===== config.mk =====
export PLATFORM = sky130hd
export DESIGN_NAME = slow_queue_fir_reader
export DESIGN_NICKNAME = d
export VERILOG_FILES = /design/src/rtl/slow_queue_fir_reader.sv
export SDC_FILE = /design/constraint.sdc
export NUM_CORES = 1
export LEC_CHECK = 0
export ABC_AREA = 1
export CORE_MARGIN = 2
export CORE_UTILIZATION = 40
export CTS_CLUSTER_DIAMETER = 80
export DETAILED_ROUTE_END_ITERATION = 10
export GPL_TIMING_DRIVEN = 0
export PLACE_DENSITY = 0.66
export SYNTH_ARGS = -nofsm -noshare
export SYNTH_HDL_FRONTEND = slang
export SYNTH_SLANG_ARGS = --single-unit

===== constraint.sdc =====
create_clock -name clk -period 8.11 [get_ports clk]
set_input_delay 0.811 -clock clk [delete_from_list [all_inputs] [get_ports clk]]
set_output_delay 0.811 -clock clk [all_outputs]
set_load 0.05 [all_outputs]

===== src/rtl/slow_queue_fir_reader.sv =====
// FIR consumer of the slow circular sample queue: multiplies each burst sample by a
// ROM coefficient, accumulates the burst and emits one saturated 16-bit result per burst.
module slow_queue_fir_reader #(
    parameter int N_TAPS = 1021,
    parameter int ADDR_W = 10,
    parameter int ACC_W  = 30
) (
    input  logic                     clk,
    input  logic                     rst_n,
    input  logic                     sequencing,
    input  logic signed [15:0]       smpl_in,
    output logic        [ADDR_W-1:0] coeff_addr,
    input  logic signed [15:0]       coeff,
    output logic signed [15:0]       filt_out,
    output logic                     filt_vld,
    output logic                     tap_err
);

    localparam int CNT_W = $clog2(N_TAPS + 2);
    localparam logic [ADDR_W-1:0] LAST_ADDR = ADDR_W'(N_TAPS - 1);
    localparam logic [CNT_W-1:0]  CNT_FULL  = CNT_W'(N_TAPS);
    localparam logic [CNT_W-1:0]  CNT_SAT   = CNT_W'(N_TAPS + 1);
    localparam logic signed [ACC_W-1:0] SAT_HI = ACC_W'(32767);
    localparam logic signed [ACC_W-1:0] SAT_LO = ACC_W'(-32768);

    typedef enum logic [1:0] {
        IDLE   = 2'd0,
        ACCUM  = 2'd1,
        FLUSH  = 2'd2,
        RESULT = 2'd3
    } state_t;

    state_t state;
    state_t state_nxt;

    // armed remembers that sequencing was low last cycle, so only a true rising edge
    // starts a burst; it resets low so a burst interrupted by reset stays ignored.
    logic                     armed;
    logic signed [15:0]       dly_smpl;
    logic signed [ACC_W-1:0]  acc;
    logic        [CNT_W-1:0]  tap_cnt;

    logic        [ADDR_W-1:0] addr_nxt;
    logic signed [15:0]       dly_nxt;
    logic signed [ACC_W-1:0]  acc_nxt;
    logic        [CNT_W-1:0]  cnt_nxt;
    logic signed [15:0]       out_nxt;
    logic                     vld_nxt;
    logic                     err_nxt;

    logic signed [31:0]       prod;
    logic signed [ACC_W-1:0]  term;
    logic signed [ACC_W-1:0]  acc_sum;
    logic signed [15:0]       acc_sat;
    logic                     start;

    assign start   = sequencing && armed;
    assign prod    = dly_smpl * coeff;
    assign term    = ACC_W'(prod >>> 15);
    assign acc_sum = acc + term;

    always_comb begin
        if (acc > SAT_HI) begin
            acc_sat = 16'sh7FFF;
        end else if (acc < SAT_LO) begin
            acc_sat = 16'sh8000;
        end else begin
            acc_sat = acc[15:0];
        end
    end

    always_ff @(posedge clk or negedge rst_n) begin
        if (!rst_n) begin
            state <= IDLE;
        end else begin
            state <= state_nxt;
        end
    end

    always_comb begin
        state_nxt = state;
        case (state)
            IDLE:    if (start) state_nxt = ACCUM;
            ACCUM:   if (!sequencing) state_nxt = FLUSH;
            FLUSH:   state_nxt = RESULT;
            RESULT:  state_nxt = IDLE;
            default: state_nxt = IDLE;
        endcase
    end

    // The sample delay register trails coeff_addr by one cycle, matching the ROM latency,
    // so the product formed in ACCUM always pairs sample i with coefficient i.
    always_comb begin
        addr_nxt = coeff_addr;
        dly_nxt  = dly_smpl;
        acc_nxt  = acc;
        cnt_nxt  = tap_cnt;
        out_nxt  = filt_out;
        vld_nxt  = 1'b0;
        err_nxt  = tap_err;
        case (state)
            IDLE: begin
                addr_nxt = '0;
                if (start) begin
                    acc_nxt  = '0;
                    err_nxt  = 1'b0;
                    dly_nxt  = smpl_in;
                    addr_nxt = ADDR_W'(1);
                    cnt_nxt  = CNT_W'(1);
                end
            end
            ACCUM: begin
                acc_nxt = acc_sum;
                if (sequencing) begin
                    dly_nxt  = smpl_in;
                    cnt_nxt  = (tap_cnt == CNT_SAT) ? tap_cnt : tap_cnt + CNT_W'(1);
                    addr_nxt = (coeff_addr == LAST_ADDR) ? coeff_addr
                                                         : coeff_addr + ADDR_W'(1);
                end
            end
            FLUSH: begin
                if (tap_cnt == CNT_FULL) begin
                    out_nxt = acc_sat;
                    vld_nxt = 1'b1;
                end else begin
                    err_nxt = 1'b1;
                end
                if (sequencing) err_nxt = 1'b1;
            end
            RESULT: begin
                addr_nxt = '0;
                if (sequencing) err_nxt = 1'b1;
            end
            default: begin
                addr_nxt = '0;
            end
        endcase
    end

    always_ff @(posedge clk or negedge rst_n) begin
        if (!rst_n) begin
            coeff_addr <= '0;
            dly_smpl   <= '0;
            acc        <= '0;
            tap_cnt    <= '0;
            filt_out   <= '0;
            filt_vld   <= 1'b0;
            tap_err    <= 1'b0;
            armed      <= 1'b0;
        end else begin
            coeff_addr <= addr_nxt;
            dly_smpl   <= dly_nxt;
            acc        <= acc_nxt;
            tap_cnt    <= cnt_nxt;
            filt_out   <= out_nxt;
            filt_vld   <= vld_nxt;
            tap_err    <= err_nxt;
            armed      <= !sequencing;
        end
    end

endmodule


Yosys cells after proc, flatten, opt, wreduce, memory -nomap -nowiden:

Index checks and enable logic that the tools add are counted.
Widths: inputs -> output; s select.

* flip-flop bits (word level): 87
* input port bits: 35
* output and inout port bits: 28
* logic and storage cells: 66

* $add $sub $neg: 3
* $mul: 1
* order comparisons: 2
* equality and inequality tests: 13
* mux-type cells: 25
* reductions and logical operators: 13

Operators with widths (number)
* $mux 16: 4
* $pmux 30 s2: 1
* $mux 10: 5
* $mul 16x16->32: 1
* $pmux 16 s2: 1
* $add 30x17->30: 1
* $eq 10x10->1 const B: 3
* $gt 30x16->1 const B: 1
* $lt 30x16->1 const B: 1
* $mux 30: 1
* $pmux 10 s3: 1
* $add 10x1->10 const B: 2
* $pmux 10 s2: 1
* $ne 2x2->1 const B: 6
* $pmux 2 s4: 1
* $reduce_and 4->1: 2
* $mux 1: 7
* $reduce_and 2->1: 3
* $reduce_and 3->1: 2
* $reduce_bool 3->1: 2
* $eq 2x2->1 const B: 2
* $mux 2: 2
* $ne 3x3->1 const B: 1
* $pmux 1 s3: 1
* other kinds (5): 5

Longest topological paths before layout:

Gate-level depths: netlist of run 1.

* depth in word-level cells: 4
* mapped depth: 42
* gate-level depth less buffers: 40

Worst setup path before layout of run 1:

No wires, ideal clock.

* kind: input to register
* start point: in coeff[9]
* end point: reg acc[29]
* library setup time: 118 ps
* arrival: 7206 ps
* required time: 7992 ps
* slack: 786 ps
* stages: 37
* path buffers: 2
* cells stage by stage: clkbuf_1 > clkbuf_1 > nand2_1 > fa_1 > inv_1 > fa_1 > inv_1 > fa_1 > inv_1 > fa_1 > fa_1 > inv_1 > fa_1 > inv_1 > ha_1 > nand2_1 > nor2_1 > inv_1 > nor3_1 > nand2_1 > nand2_2 > nand2_1 > nand3_1 > nand2_1 > ha_1 > nand2_1 > inv_1 > a21oi_1 > nand2_1 > a21oi_1 > nand2_1 > nand2_1 > nand2_1 > inv_1 > nand3_1 > nand3_1 > nand2_1

* word-level cells in the longest chain between the ends: 3

Ends and longest elaborated chain
* start, declared: RTL line 13 `input logic signed [15:0] coeff,`
* $mul 16x16->32: RTL line 58 `assign prod = dly_smpl * coeff;`
* $add 30x17->30: RTL line 60 `assign acc_sum = acc + term;`
* $pmux 30 s2: RTL line 101 `case (state)`
* end signal, assigned: RTL line 153 `acc <= acc_nxt;`
* end, declared: RTL line 40 `logic signed [ACC_W-1:0] acc;`

No other way between the ends.
A chain may end at the register's enable or synchronous reset.

Worst setup path in the final report of run 1:

* start point: in coeff[15]
* end point: reg acc[16]

The elaborated chain is that of the path after synthesis.

==> results.py, run 1 <==
metrics = {
    "synthesis": {
        "synth-edff-count": 0,
        "ys_ff_latch": 87,
        "synth_nets": 2552,
        "ys_types": 46,
        "syn_area_um2": 16000,
        "async_reset_ff_share_pct": 100,
        "avgSynthCellArea_um2": 7.52,
        "ys_seq_area_share_pct": 13.6,
        "ys_warn_count": 0,
        "ys.flop_type": "dfrtp_1",
        "postSynthCellCount": 2134,
    },
    "detailed_routing": {
        "firstDrtPassIters": 5,
        "via_count": 13400,
        "routed_via_density": 4.93,
        "wirelength_um": 44500,
        "wl_per_cell_um": 16.4,
        "drcViolationCount": 0,
        "ant_nets": 0,
        "drtIter0Drc": 793,
    },
    "timing": {
        "worstMarginPinSlew_ns": 0.689,
        "setup_ws_ns": 0.324,
        "setup_violations": 0,
        "relSlewSlack_pct": 54.0,
        "setup_tns_ns": 0,
        "hold_viol": 0,
        "slew_viol_final": 0,
        "max_freq_mhz": 128,
        "min_period_ns": 7.79,
        "period_share_pct": 96.0,
        "rsz0062_at_grt": "true",
        "skew_ns": 0.0199,
    },
    "final_layout": {
        "layout_commonest_cell": "nand2_1",
        "area.growth.synth_to_final_pct": 11.3,
        "antenna_cells": 0,
        "fin_util_pct": 45.1,
        "n_fill_cell": 3946,
        "ff_latch_area_um2": 2190,
        "drive_gt1_share_pct": 7.51,
        "layout.nets": 2610,
        "final_cell_mix": "nand2_1, inv_1, fa_1, ha_1, nor2_1",
        "finalNonFillerCells": 2722,
        "multi_input_area_um2": 11800,
    },
    "clocking": {
        "cts.sinks": 87,
        "path_clk_slew_ns": 0.08,
        "cts-buffers-inserted": 9,
        "clock_latency_ns": 0.37,
        "root_buffer": "clkbuf_16",
        "cts_tree": "yes",
        "cts_max_level": 3,
        "clk_path_buf_depth": 2,
    },
    "floorplanning": {
        "coreArea_um2": 39600,
        "start_util_pct": 40.5,
        "die_h_um": 204,
        "pin_count": 63,
        "dieArea_um2": 41700,
        "num_rows": 73,
        "die_x_um": 204,
    },
    "min_path": {
        "min_path_type": "in -> async",
    },
    "worst_setup_path": {
        "required_ns": 8.36,
        "path_class": "in -> reg",
        "end_kind": "flop",
        "slowest_delay_ns": 0.59,
        "critPathLaunchType": "primary input",
        "worstPathMaxFanout": 8,
        "critPathSlowestCell": "fa_1",
        "worstPathArrival_ns": 8.04,
        "crit_top_cell": "fa_1",
    },
    "run_status": {
        "status": "completed",
    },
    "place": {
        "gp_congestion": 0.950,
        "post-place-cells": 2709,
        "dp_hpwl_um": 37000,
        "numPortBuffers": 49,
        "dp_slack_ns": -0.954,
    },
    "grt": {
        "gr-total-overflow": 0,
        "grt_max_degree": 49,
        "antenna_found_initial": 0,
        "grt_first_pass_wirelength_um": 73200,
        "grt_pass1_vias": 14100,
        "grt_usage_pct": 22.5,
    },
    "run": {
        "cap_violations": 0,
    },
}
## final cells by class
cell class,count,share of cell area [%]
clock buffers,9,1.26
multi-input cells,1435,65.9
inverters,539,11.4
flip-flops and latches,87,12.3
plain buffers,62,1.96
well taps,525,3.68
clock inverters,7,0.378
repair buffers,58,3.19
## logic make-up (layout without fill, tap and decap cells)
| logic type | Yosys count | count (layout) | share of synthesized area (%) |
|---|---|---|---|
| simple gates | 796 | 797 | 20.5 |
| buf+inv | 613 | 675 | 14.5 |
| fa+ha+maj | 383 | 383 | 42.1 |
| compound gates | 231 | 231 | 8.00 |
| flops | 87 | 87 | 13.6 |
| xor+xnor | 24 | 24 | 1.31 |
## cells in the mapped netlist (2+ instances only)
library cell | n | area, µm²
a21oi_1 | 99 | 495
or2_2 | 7 | 43.8
inv_2 | 4 | 15.0
o21ai_1 | 11 | 55.1
o22ai_1 | 4 | 25.0
nor3_1 | 15 | 75.1
nor4_1 | 10 | 62.6
a21o_1 | 11 | 82.6
xor2_1 | 15 | 131
a21boi_0 | 3 | 22.5
nor2_1 | 99 | 372
inv_1 | 534 | 2000
a31oi_1 | 6 | 37.5
o21ai_0 | 75 | 375
nand2_1 | 579 | 2170
fa_1 | 262 | 5250
nor3_4 | 3 | 48.8
nand2_2 | 2 | 12.5
ha_1 | 121 | 1510
nor3b_1 | 3 | 22.5
nor2_4 | 2 | 22.5
nor3_2 | 2 | 20.0
nand2_4 | 3 | 33.8
dfrtp_1 | 87 | 2180
clkbuf_1 | 66 | 248
o31ai_1 | 3 | 22.5
nand4_1 | 17 | 106
buf_4 | 2 | 15.0
nor2_2 | 4 | 25.0
o211ai_1 | 2 | 15.0
nand3_1 | 45 | 225
o21bai_1 | 11 | 82.6
xnor2_1 | 9 | 78.8
nand3b_1 | 3 | 22.5
buf_2 | 4 | 20.0
## critical path, delay by kind of cell
kind / cells / cell delay (ns)
adders and majority gates: 8 / 4.00
AOI/OAI and AO/OA: 3 / 0.47
buffers and inverters: 7 / 1.00
xor gates and xnor gates: 1 / 0.22
and+or+nand+nor: 11 / 1.52
## stage by stage
stage                     instance area (µm²)  hold WS (ns)
after floorplan                         16000         0.477
after global placement                  17200         0.479
after detailed placement                17200         0.481
after CTS                               17500         0.427
after global routing                    17900         0.459
final                                   17900         0.416
## routing by layer
| metal | vias to the layer above | share of wire (%) | track usage, % |
|---|---|---|---|
| li1 | 6447 | - | - |
| met1 | 6526 | 42 | 28.5 |
| met2 | 361 | 47 | 37.2 |
| met3 | 97 | 5.8 | 4.03 |
| met4 | 0 | 4.7 | 10.5 |
| met5 | - | 0 | 0 |
## sequential cells by signal, indices dropped and copies added (netlist names)
| name | flops |
|---|---|
| coeff_addr | 10 |
| filt_vld | 1 |
| dly_smpl | 16 |
| filt_out | 16 |
| state | 2 |
| armed | 1 |
| acc | 30 |
| tap_cnt | 10 |
| tap_err | 1 |
## path summary, 6_finish.rpt
kind | from | end | slack, ns | cells after the start
min in group clk | filt_out[4]$_DFFE_PN0P_ | filt_out[4]$_DFFE_PN0P_ | 0.49 | 2
worst max register to register | dly_smpl[15]$_DFFE_PN0P_ | acc[29]$_DFFE_PN0P_ | 0.39 | 35
worst min register to register | filt_out[4]$_DFFE_PN0P_ | filt_out[4]$_DFFE_PN0P_ | 0.49 | 2
worst max-delay path | coeff[15] | acc[16]$_DFFE_PN0P_ | 0.32 | 30
worst min-delay path | rst_n | acc[27]$_DFFE_PN0P_ | 0.42 | 1
max in group asynchronous | rst_n | dly_smpl[2]$_DFFE_PN0P_ | 6.99 | 2
## what timing repair did
| action | 4_1_cts | 5_1_grt |
|---|---|---|
| hold buffers | 0 | 0 |
| pin swaps | 1 | 12 |
| cloned | 0 | 1 |
| resized for setup | 41 | 118 |
| endpoints found under the setup margin | 19 | 22 |
| setup buffers | 0 | 8 |
Power of run 1 is left out: the tool's default activity adds up to more than one toggle a clock period on the data nets, which glitch-free logic cannot reach.
==> run 2: changes to the inputs <==
--- a/config.mk
+++ b/config.mk
@@ -10,8 +10,9 @@
 export CORE_UTILIZATION = 40
 export CTS_CLUSTER_DIAMETER = 80
 export DETAILED_ROUTE_END_ITERATION = 10
+export DONT_BUFFER_PORTS = 1
 export GPL_TIMING_DRIVEN = 0
-export PLACE_DENSITY = 0.66
+export PLACE_DENSITY = 0.64
 export SYNTH_ARGS = -nofsm -noshare
 export SYNTH_HDL_FRONTEND = slang
 export SYNTH_SLANG_ARGS = --single-unit
==> results.py, run 2 (synthesis results as in run 1) <==
metrics = {
    "grt": {
        "grt_usage_pct": 22.2,
        "grt_pass1_vias": 13500,
        "gr-total-overflow": 0,
        "grt_first_pass_wirelength_um": 72000,
        "antenna_found_initial": 0,
        "grt_max_degree": 88,
    },
    "clocking": {
        "path_clk_slew_ns": 0.07,
        "root_buffer": "clkbuf_16",
        "cts.sinks": 87,
        "hold_buffers": 0,
        "clock_latency_ns": 0.38,
        "cts-buffers-inserted": 9,
        "clk_path_buf_depth": 2,
        "cts_max_level": 3,
        "cts_tree": "yes",
    },
    "worst_setup_path": {
        "worstPathMaxFanout": 10,
        "path_class": "reg -> reg",
        "critPathSlowestCell": "fa_1",
        "critPathLaunchType": "flop",
        "r2r-end": "acc[26]$_DFFE_PN0P_",
        "slowest_delay_ns": 0.59,
        "r2r_cells": 30,
        "end_kind": "flop",
        "worstPathArrival_ns": 8.00,
        "required_ns": 8.38,
        "r2r_start": "dly_smpl[2]$_DFFE_PN0P_",
        "r2r_slack_ns": 0.38,
    },
    "final_layout": {
        "layout.nets": 2552,
        "antenna_cells": 0,
        "fin_util_pct": 43.4,
        "top_regs": "acc (30), dly_smpl (16), filt_out (16)",
        "area.growth.synth_to_final_pct": 7.31,
        "final_cell_mix": "nand2_1, inv_1, fa_1, ha_1",
        "layout_commonest_cell": "nand2_1",
        "largest_reg_flops": 30,
        "n_fill_cell": 4055,
        "drive_gt1_share_pct": 6.55,
        "regMostFlops": "acc",
    },
    "floorplanning": {
        "num_rows": 73,
        "dieArea_um2": 41700,
        "coreArea_um2": 39600,
        "die_x_um": 204,
        "start_util_pct": 40.5,
        "pin_count": 63,
        "die_h_um": 204,
    },
    "detailed_routing": {
        "drcViolationCount": 0,
        "firstDrtPassIters": 6,
        "ant_nets": 0,
        "routed_via_density": 4.93,
        "wirelength_um": 43600,
        "via_count": 13100,
        "drtIter0Drc": 941,
        "wl_per_cell_um": 16.4,
    },
    "place": {
        "gp_congestion": 0.945,
        "numPortBuffers": 0,
        "dp_hpwl_um": 36700,
        "dp_slack_ns": -0.781,
    },
    "timing": {
        "period_share_pct": 95.3,
        "worstMarginPinSlew_ns": 0.778,
        "min_period_ns": 7.73,
        "setup_ws_ns": 0.378,
        "slew_viol_final": 0,
        "rsz0062_at_grt": "false",
        "max_freq_mhz": 129,
        "setup_violations": 0,
        "relSlewSlack_pct": 47.5,
        "hold_viol": 0,
        "skew_ns": 0.00949,
    },
    "min_path": {
        "min_path_type": "in -> async",
    },
    "run": {
        "cap_violations": 0,
    },
    "run_status": {
        "status": "completed",
    },
}
-- run 2: cell count changes in the layout (fill, tap and decap cells not counted), sizes merged --
| cell | before | now |
|---|---|---|
| clkbuf | 60 | 51 |
| clkdlybuf4s50 | 47 | 0 |
| clkinv | 6 | 4 |
| inv | 539 | 540 |
| nand2 | 585 | 584 |
-- run 2: per-stage QoR --
stage	setup TNS, ns	cells	hold slack, ns	instance area [µm²]
3_5_place_dp	-12.22	2659	0.522	16700
5_1_grt	0	2664	0.107	17200
2_1_floorplan	0	2134	0.477	16000
6_report	0	2664	0.127	17200
3_3_place_gp	-12.34	2659	0.521	16700
4_1_cts	0	2671	0.100	17000
-- run 2: critical path: cells and delay by family (launching register included) --
kind	cells	cell delay, ns
AOI/OAI and AO/OA	3	0.61
xor gates and xnor gates	1	0.31
adders and majority gates	8	4.09
buffers and inverters	6	0.78
DFF	1	0.51
and+or+nand+nor	12	1.31
-- run 2: worst max-delay path by stage --
stage	end	cells after the start	from	slack, ns
3_5_place_dp	acc[16]$_DFFE_PN0P_	35	coeff[8]	-0.78
5_1_grt	acc[29]$_DFFE_PN0P_	34	dly_smpl[15]$_DFFE_PN0P_	0.01
2_1_floorplan	acc[29]$_DFFE_PN0P_	37	coeff[9]	0.79
4_1_cts	acc[16]$_DFFE_PN0P_	30	dly_smpl[13]$_DFFE_PN0P_	0.003
6_report	acc[26]$_DFFE_PN0P_	30	dly_smpl[2]$_DFFE_PN0P_	0.38
3_3_place_gp	acc[16]$_DFFE_PN0P_	32	coeff[8]	-0.73
-- run 2: routing by layer --
metal	global-route usage, %	vias up	routed length (µm)
met1	29.6	6357	19100
met2	36.0	367	20300
met4	8.28	0	1600
li1	-	6336	-
met3	3.94	86	2640
met5	0	-	0
-- run 2: repair_timing --
item,in CTS,in global routing
buffers inserted,0,4
gates resized for setup,30,110
setup endpoints to repair,19,24
pin swaps,0,3
-- run 2: area by class of cell --
type                       count  area, µm²  area share (%)
multi-input combinational   1434      11700            67.8
inverter                     539       2030            11.8
buffer                        59        330            1.92
sequential                    87       2190            12.7
clock inverter                 6       62.6           0.363
timing repair buffer           4       30.0           0.174
clock buffer                  10        239            1.39
tap                          525        657            3.82
Power of run 2 is left out for the same reason.
